==> src/rtl/day3_pkg.sv <==
// Shared types and constants for the day-3 joltage pipeline: ASCII codes, packer FSM states,
// the bank record layout and the byte classifier used by the line packer.
package day3_pkg;

    localparam int DEF_MAX_DIGITS = 100;
    localparam int DEF_LEN_W      = 7;

    localparam logic [7:0] ASCII_0  = 8'h30;
    localparam logic [7:0] ASCII_9  = 8'h39;
    localparam logic [7:0] ASCII_LF = 8'h0A;
    localparam logic [7:0] ASCII_CR = 8'h0D;

    typedef enum logic {FILL, HOLD} state_t;

    typedef enum logic [1:0] {BYTE_DIGIT, BYTE_CR, BYTE_LF, BYTE_BAD} byte_cls_t;

    typedef struct packed {
        logic [4*DEF_MAX_DIGITS-1:0] digits;
        logic [DEF_LEN_W-1:0]        len;
        logic                        ovf;
    } bank_rec_t;

    function automatic byte_cls_t classify_byte(input logic [7:0] b);
        byte_cls_t cls;
        if (b >= ASCII_0 && b <= ASCII_9) begin
            cls = BYTE_DIGIT;
        end else if (b == ASCII_CR) begin
            cls = BYTE_CR;
        end else if (b == ASCII_LF) begin
            cls = BYTE_LF;
        end else begin
            cls = BYTE_BAD;
        end
        return cls;
    endfunction

endpackage

==> src/rtl/bank_line_packer.sv <==
// Packs an ASCII digit stream into one fixed-width record per text line, with a one-deep
// output register and a HOLD state that stalls input while a finished line waits for the slot.
module bank_line_packer
    import day3_pkg::*;
#(
    parameter int MAX_DIGITS = DEF_MAX_DIGITS,
    parameter int LEN_W      = DEF_LEN_W
) (
    input  logic                    clk,
    input  logic                    rst_n,
    input  logic                    in_valid,
    output logic                    in_ready,
    input  logic [7:0]              in_byte,
    input  logic                    in_last,
    output logic                    out_valid,
    input  logic                    out_ready,
    output logic [4*MAX_DIGITS-1:0] out_digits,
    output logic [LEN_W-1:0]        out_len,
    output logic                    out_overflow,
    output logic [15:0]             line_count,
    output logic [15:0]             err_count
);

    state_t                  state_reg;
    logic                    ready_reg;
    logic [4*MAX_DIGITS-1:0] asm_digits_reg, asm_digits_next;
    logic [LEN_W-1:0]        asm_len_reg, asm_len_next;
    logic                    asm_ovf_reg, asm_ovf_next;
    logic                    out_valid_reg;
    logic [4*MAX_DIGITS-1:0] out_digits_reg;
    logic [LEN_W-1:0]        out_len_reg;
    logic                    out_ovf_reg;
    logic [15:0]             line_count_reg;
    logic [15:0]             err_count_reg;

    byte_cls_t cls;
    logic      accept, is_digit, has_room, eol, slot_free, fill_done, commit;
    logic [3:0] digit_val;

    assign cls       = classify_byte(in_byte);
    assign digit_val = 4'(in_byte - ASCII_0);
    assign accept    = in_valid && ready_reg;
    assign is_digit  = accept && (cls == BYTE_DIGIT);
    assign has_room  = asm_len_reg < LEN_W'(MAX_DIGITS);
    assign eol       = accept && ((cls == BYTE_LF) || in_last);
    assign slot_free = !out_valid_reg || out_ready;

    // Next assembly contents include the byte accepted this cycle, so a terminating
    // in_last digit lands in the same record it closes.
    generate
        for (genvar gi = 0; gi < MAX_DIGITS; gi++) begin : g_digit
            assign asm_digits_next[4*gi +: 4] =
                (is_digit && has_room && (asm_len_reg == LEN_W'(gi))) ? digit_val
                                                                      : asm_digits_reg[4*gi +: 4];
        end
    endgenerate

    assign asm_len_next = (is_digit && has_room) ? asm_len_reg + LEN_W'(1) : asm_len_reg;
    assign asm_ovf_next = asm_ovf_reg | (is_digit && !has_room);
    assign fill_done    = eol && (asm_len_next != '0);
    assign commit       = (state_reg == FILL) ? (fill_done && slot_free) : slot_free;

    always_ff @(posedge clk) begin
        if (!rst_n) begin
            state_reg      <= FILL;
            ready_reg      <= 1'b0;
            asm_digits_reg <= '0;
            asm_len_reg    <= '0;
            asm_ovf_reg    <= 1'b0;
            out_valid_reg  <= 1'b0;
            out_digits_reg <= '0;
            out_len_reg    <= '0;
            out_ovf_reg    <= 1'b0;
            line_count_reg <= '0;
            err_count_reg  <= '0;
        end else begin
            case (state_reg)
                FILL: begin
                    if (fill_done && !slot_free) begin
                        state_reg <= HOLD;
                        ready_reg <= 1'b0;
                    end else begin
                        ready_reg <= 1'b1;
                    end
                end
                HOLD: begin
                    if (slot_free) begin
                        state_reg <= FILL;
                        ready_reg <= 1'b1;
                    end
                end
                default: begin
                    state_reg <= FILL;
                    ready_reg <= 1'b1;
                end
            endcase

            if (commit) begin
                asm_digits_reg <= '0;
                asm_len_reg    <= '0;
                asm_ovf_reg    <= 1'b0;
                out_valid_reg  <= 1'b1;
                out_digits_reg <= asm_digits_next;
                out_len_reg    <= asm_len_next;
                out_ovf_reg    <= asm_ovf_next;
                line_count_reg <= line_count_reg + 16'd1;
            end else begin
                asm_digits_reg <= asm_digits_next;
                asm_len_reg    <= asm_len_next;
                asm_ovf_reg    <= asm_ovf_next;
                if (out_ready) begin
                    out_valid_reg <= 1'b0;
                end
            end

            if (accept && (cls == BYTE_BAD) && (err_count_reg != 16'hFFFF)) begin
                err_count_reg <= err_count_reg + 16'd1;
            end
        end
    end

    assign in_ready     = ready_reg;
    assign out_valid    = out_valid_reg;
    assign out_digits   = out_digits_reg;
    assign out_len      = out_len_reg;
    assign out_overflow = out_ovf_reg;
    assign line_count   = line_count_reg;
    assign err_count    = err_count_reg;

endmodule

==> config.mk <==
export PLATFORM = sky130hd
export DESIGN_NAME = bank_line_packer
export DESIGN_NICKNAME = d
export VERILOG_FILES = /design/src/rtl/day3_pkg.sv /design/src/rtl/bank_line_packer.sv
export SDC_FILE = /design/constraint.sdc
export NUM_CORES = 1
export LEC_CHECK = 0
export CAP_MARGIN = 20
export CORE_AREA = 2 2 245 343
export DETAILED_ROUTE_END_ITERATION = 7
export DIE_AREA = 0 0 247 345
export SLEW_MARGIN = 20
export SYNTH_ARGS = -nofsm -noshare
export SYNTH_HDL_FRONTEND = slang
export SYNTH_SLANG_ARGS = --single-unit
==> constraint.sdc <==
create_clock -name clk -period 3 [get_ports clk]
set_clock_uncertainty 0.2 [all_clocks]
set_input_delay 0.45 -clock clk [delete_from_list [all_inputs] [get_ports clk]]
set_output_delay 0.45 -clock clk [all_outputs]
set_load 0.01 [all_outputs]
# ---- After elaboration in Yosys (flattened, before gate mapping)
# Cells that the tools add are included.
dict set report classes {
  n_addsub 4
  multipliers 0
  n_div 0
  n_lt_le_gt_ge 3
  n_eq_ne 105
  shifts 0
  n_mux 113
  bitwise_logic 3
  n_reduce_logical 121
}
# op n
set op_table {}
lappend op_table {{4-bit 2-to-1 mux} 100}
lappend op_table {{7-bit equality test (second input constant)} 36}
lappend op_table {{7-bit by 6-bit equality test with 1-bit output (second input constant)} 32}
lappend op_table {{7-bit by 5-bit equality test with 1-bit output (second input constant)} 16}
lappend op_table {{1-bit logical AND} 111}
lappend op_table {{7-bit by 4-bit equality test with 1-bit output (second input constant)} 8}
lappend op_table {{16-bit by 1-bit adder with 16-bit output (second input constant)} 2}
lappend op_table {{7-bit by 3-bit equality test with 1-bit output (second input constant)} 4}
lappend op_table {{8-bit by 4-bit equality test with 1-bit output (second input constant)} 2}
lappend op_table {{16-bit inequality test (second input constant)} 1}
lappend op_table {{7-bit by 2-bit equality test with 1-bit output (second input constant)} 2}
lappend op_table {{8-bit by 6-bit >= comparator with 1-bit output (second input constant)} 1}
lappend op_table {{8-bit by 6-bit <= comparator with 1-bit output (second input constant)} 1}
lappend op_table {{1-bit 2-to-1 mux} 8}
lappend op_table {{7-bit by 1-bit adder with 7-bit output (second input constant)} 1}
lappend op_table {{7-bit by 1-bit equality test with 1-bit output (second input constant)} 1}
lappend op_table {{7-bit zero test} 1}
lappend op_table {{7-bit < comparator (second input constant)} 1}
lappend op_table {{7-bit 2-to-1 mux} 1}
lappend op_table {{7-bit nonzero test} 1}
lappend op_table {{2-bit equality test (second input constant)} 2}
lappend op_table {{2-bit 2-to-1 mux} 2}
lappend op_table {{1-bit one-hot mux with 2 select lines} 2}
lappend op_table {{4-bit by 1-bit subtractor with 4-bit output (second input constant)} 1}
lappend op_table {{8 further kinds} 12}
dict set report totals {
  register_bits 851
  latch_bits 0
  ramBits 0
  romBits 0
  in_bits 13
  out_inout_bits 442
  wordCells 360
  mem_count 0
}

# ---- Depth between registers and ports, before layout
dict set report depth {
  ltp_word 13
  ltp_mapped 11
  ltp_nobuf 8
}

# ---- Least setup slack after synthesis
# Ideal clock, no wire load.
dict set report synth_path {
  path_kind {reg2reg}
  startpoint {register asm_len_reg[1]}
  endpoint {register out_digits_reg[103] (netlist: out_digits[103])}
  setup_time_ns 0.081
  arrival_time_ns 2.737
  required_time_ns 2.719
  setup_slack_ns -0.018
  path_stages_with_launch 12
  path_buffers 3
  period_less_slack_ns 3.018
  cell_sequence {dfxtp_1 -> ha_1 -> a21bo_1 -> nor4_4 -> mux2_1 -> a41oi_2 -> o21a_1 -> buf_2 -> buf_2 -> buf_1 -> nor2_1 -> a211oi_2}
}
dict set report synth_via {
  elab_chain_len 7
  elab_cells_between_ends 11
  classes_between {1 x add/sub; 1 x order compare; 1 x eq/ne; 3 x mux; 5 x reduce/logical}
}
# item line_no
set synth_rtl {}
lappend synth_rtl {{start, declared} bank_line_packer.sv:27} ;# logic [LEN_W-1:0] asm_len_reg, asm_len_next;
lappend synth_rtl {{start signal, assigned} bank_line_packer.sv:109} ;# asm_len_reg <= asm_len_next;
lappend synth_rtl {{7-bit < comparator} bank_line_packer.sv:44} ;# assign has_room = asm_len_reg < LEN_W'(MAX_DIGITS);
lappend synth_rtl {{1-bit logical AND} {bank_line_packer.sv:53, bank_line_packer.sv:58}}
lappend synth_rtl {{7-bit 2-to-1 mux} bank_line_packer.sv:58} ;# assign asm_len_next = (is_digit && has_room) ? asm_len_reg + LEN_W'(1) : asm_len_reg;
lappend synth_rtl {{7-bit nonzero test} bank_line_packer.sv:60} ;# assign fill_done = eol && (asm_len_next != '0);
lappend synth_rtl {{1-bit logical AND} bank_line_packer.sv:60}
lappend synth_rtl {{1-bit logical AND} bank_line_packer.sv:61} ;# assign commit = (state_reg == FILL) ? (fill_done && slot_free) : slot_free;
lappend synth_rtl {{1-bit 2-to-1 mux} bank_line_packer.sv:61}
lappend synth_rtl {{end signal, assigned} bank_line_packer.sv:103} ;# out_digits_reg <= asm_digits_next;
lappend synth_rtl {{end, declared} bank_line_packer.sv:30} ;# logic [4*MAX_DIGITS-1:0] out_digits_reg;
# Several ways; a longest one is shown, not always the timed one.
# A chain may end at the register's enable or synchronous reset.

# ---- Worst setup path after layout
dict set report layout_path {
  startpoint {register asm_len_reg[3]}
  endpoint {register out_digits_reg[289] (netlist: out_digits[289])}
}
# Same word-level chain as after synthesis.

==> flow_metrics.env <==
export IMPL_outcome="completed"
export IMPL_antenna_found_initial=0
export IMPL_yosys_register_bits=851
export IMPL_core_area_mm2=0.0824
export IMPL_worstHoldPathType="reg2reg"
export IMPL_overflow=0
export IMPL_dp_slack_ps=-564
export IMPL_hold_viol=0
export IMPL_setup_violations=0
export IMPL_hold_ws_ps=288
export IMPL_fin_crit_sh_pct=97.2
export IMPL_drt_pass1_iter_count=4
export IMPL_dp_cells=4614
export IMPL_critPathRequiredTime_ps=3350
export IMPL_final_nets=3662
export IMPL_h_tree_depth=3
export IMPL_avgRoutedWirePerCell_um=20.2
export IMPL_cts_made_buffers=83
export IMPL_io_pins=455
export IMPL_synth_common_cells="nor2_1 (903), dfxtp_1 (851), mux2i_1 (405)"
export IMPL_async_flop_share_pct=0
export IMPL_port_buffers=454
export IMPL_initial_core_util_pct=38.6
export IMPL_worstSetupPathType="reg2reg"
export IMPL_drtIter0Drc=999
export IMPL_dieHeight_um=345
export IMPL_fin_crit_ps=2920
export IMPL_cts_sinks=851
export IMPL_cp_slowest_stage_delay_ps=410
export IMPL_drv_cap=0
export IMPL_worstPathMaxFanout=51
export IMPL_synth_edf_count=0
export IMPL_ys_types=51
export IMPL_syn_area_mm2=0.0318
export IMPL_met2_usage_pct=36.4
export IMPL_gr_max_usage_layer="met2"
export IMPL_drive_gt1_share_pct=20.3
export IMPL_remaining_drc_errors=0
export IMPL_track_usage_pct=21.3
export IMPL_yosysMostFrequentCell="nor2_1"
export IMPL_grt_pass1_wl_um=140000
export IMPL_clock_fmax_mhz=343
export IMPL_cts_root_buf="clkbuf_16"
export IMPL_syn_to_final_growth_pct=33.5
export IMPL_cts_hold_buf=0
export IMPL_num_vias=23800
export IMPL_cts_tree="yes"
export IMPL_die_area_mm2=0.0852
export IMPL_synth_ff_type="dfxtp_1"
export IMPL_grt_max_degree=62
export IMPL_maxSlewViolCount=0
export IMPL_worstMarginPinSlew_ps=971
export IMPL_cpMostUsedCell="buf_12"
export IMPL_power_density_mw_per_mm2=530
export IMPL_synth_area_per_cell_um2=10.4
export IMPL_setup_tns_ps=0
export IMPL_wl_um=96600
export IMPL_ant_nets=0
export IMPL_synth_area_top_cells="dfxtp_1 (54%), mux2i_1 (13%), a211oi_2 (12%)"
export IMPL_clk_pin_slew_worst_paths_ps=60
export IMPL_leakage_uw=0.0153
export IMPL_dp_hpwl_um=63100
export IMPL_synth_nets=3077
export IMPL_yosysWarnings=0
export IMPL_crit_chain="o311a_1, nor4_4, mux2_4, a41oi_2, o21a_4, buf_12, buf_12, nor2_1, a211oi_2"
export IMPL_ir_worst_vdd_uv=520
export IMPL_setup_slack_ps=84.0
export IMPL_critPathArrivalTime_ps=3270
export IMPL_synth_largest_area_cell="dfxtp_1"
export IMPL_worstSetupStartpointType="flip-flop"
export IMPL_synth_top_area_share_pct=53.6
export IMPL_slowest_stage="o311a_1"
export IMPL_clk_latency_ps=630
export IMPL_routabilityCongestion=0.799
export IMPL_grtUsageMet1_pct=27.1
export IMPL_via_per_inst=4.97
export IMPL_layout_cells_non_filler=4787
export IMPL_rows=125
export IMPL_die_x_um=247
export IMPL_synthCells=3058
export IMPL_grt_pass1_vias=23100
export IMPL_met3_usage_pct=3.81
export IMPL_fillers=7475
export IMPL_yosysSeqAreaShare_pct=53.6
export IMPL_relSlewSlack_pct=35.3
export IMPL_critPathCaptureType="flip-flop"
export IMPL_clockBufferDepth=3
[critical path, delay by kind of cell, from the launching register on]
family	cells	cell delay, ps
multiplexers	1	340
AO/OA/AOI/OAI	4	1160
flip-flops	1	330
AND/OR/NAND/NOR	2	300
buffers and inverters	2	460
[power breakdown]
group / switching (µW) / internal, µW / total (µW) / leakage [µW]
clock network: 4510 / 5960 / 10500 / 0.00135
logic: 472 / 213 / 685 / 0.00710
registers: 18.7 / 11300 / 11300 / 0.00685
[routing by layer]
layer,vias up,wire length [µm]
met1,11400,42300
met3,128,4560
met4,0,2850
met5,-,0
li1,11700,-
met2,520,46800
[final timing paths]
path	start	to	slack (ps)	cells past startpoint
worst max-delay path	asm_len_reg[3]	out_digits[289]	80	9
worst min-delay path	asm_digits_reg[367]	asm_digits_reg[367]	290	2
worst max register to register	asm_len_reg[3]	out_digits[289]	80	9
worst min register to register	asm_digits_reg[367]	asm_digits_reg[367]	290	2
[metrics by stage]
| stage | power (µW) | utilization (%) | instance area, µm² |
|---|---|---|---|
| 2_1_floorplan | 11900 | - | 31800 |
| 3_3_place_gp | 12300 | 47.4 | 39100 |
| 3_5_place_dp | 12300 | 47.4 | 39100 |
| 4_1_cts | 22700 | 50.7 | 41800 |
| 5_1_grt | 23200 | 51.5 | 42400 |
| 6_report | 22500 | 51.5 | 42400 |
[cell usage in the layout, fill, tap and decap left out, drive strengths merged, types with 4 or more instances in the layout]
master	n
a21oi	11
clkinvlp	4
mux2i	405
xnor2	10
o31a	4
nand2	80
nor2	903
clkdlybuf4s50	450
clkinv	24
o21a	6
and3	7
ha	6
xor2	6
a211oi	408
o21ai	6
dfxtp	851
buf	281
clkbuf	129
bufinv	4
nor4	12
nor3	6
nand4	9
nand3	14
and2	19
inv	10
[cell families after synthesis]
group           synth area share, %
compound gates                 15.4
xor+xnor                      0.441
fa+ha+maj                     0.236
buf+inv                        3.98
flops                          53.6
mux                            12.8
simple gates                   13.6
[area by class of cell]
cell class                      instances  area (µm²)  area share, %
Clock buffer                          114        2390           5.64
Timing Repair Buffer                  746        7750           18.2
Clock inverter                         35         338          0.796
Multi-Input combinational cell       1954       13500           31.9
Sequential cell                       851       17000           40.1
Antenna cell                            1        2.50        0.00590
Tap cell                             1079        1350           3.18
Inverter                                7        33.8         0.0796
[timing repair]
action | CTS | global route
resized for setup | 0 | 31
cloned | 0 | 17
pin swaps | 0 | 4
setup endpoints to repair | 1 | 757
setup buffers | 0 | 6
(Power assumes the default switching activity.)
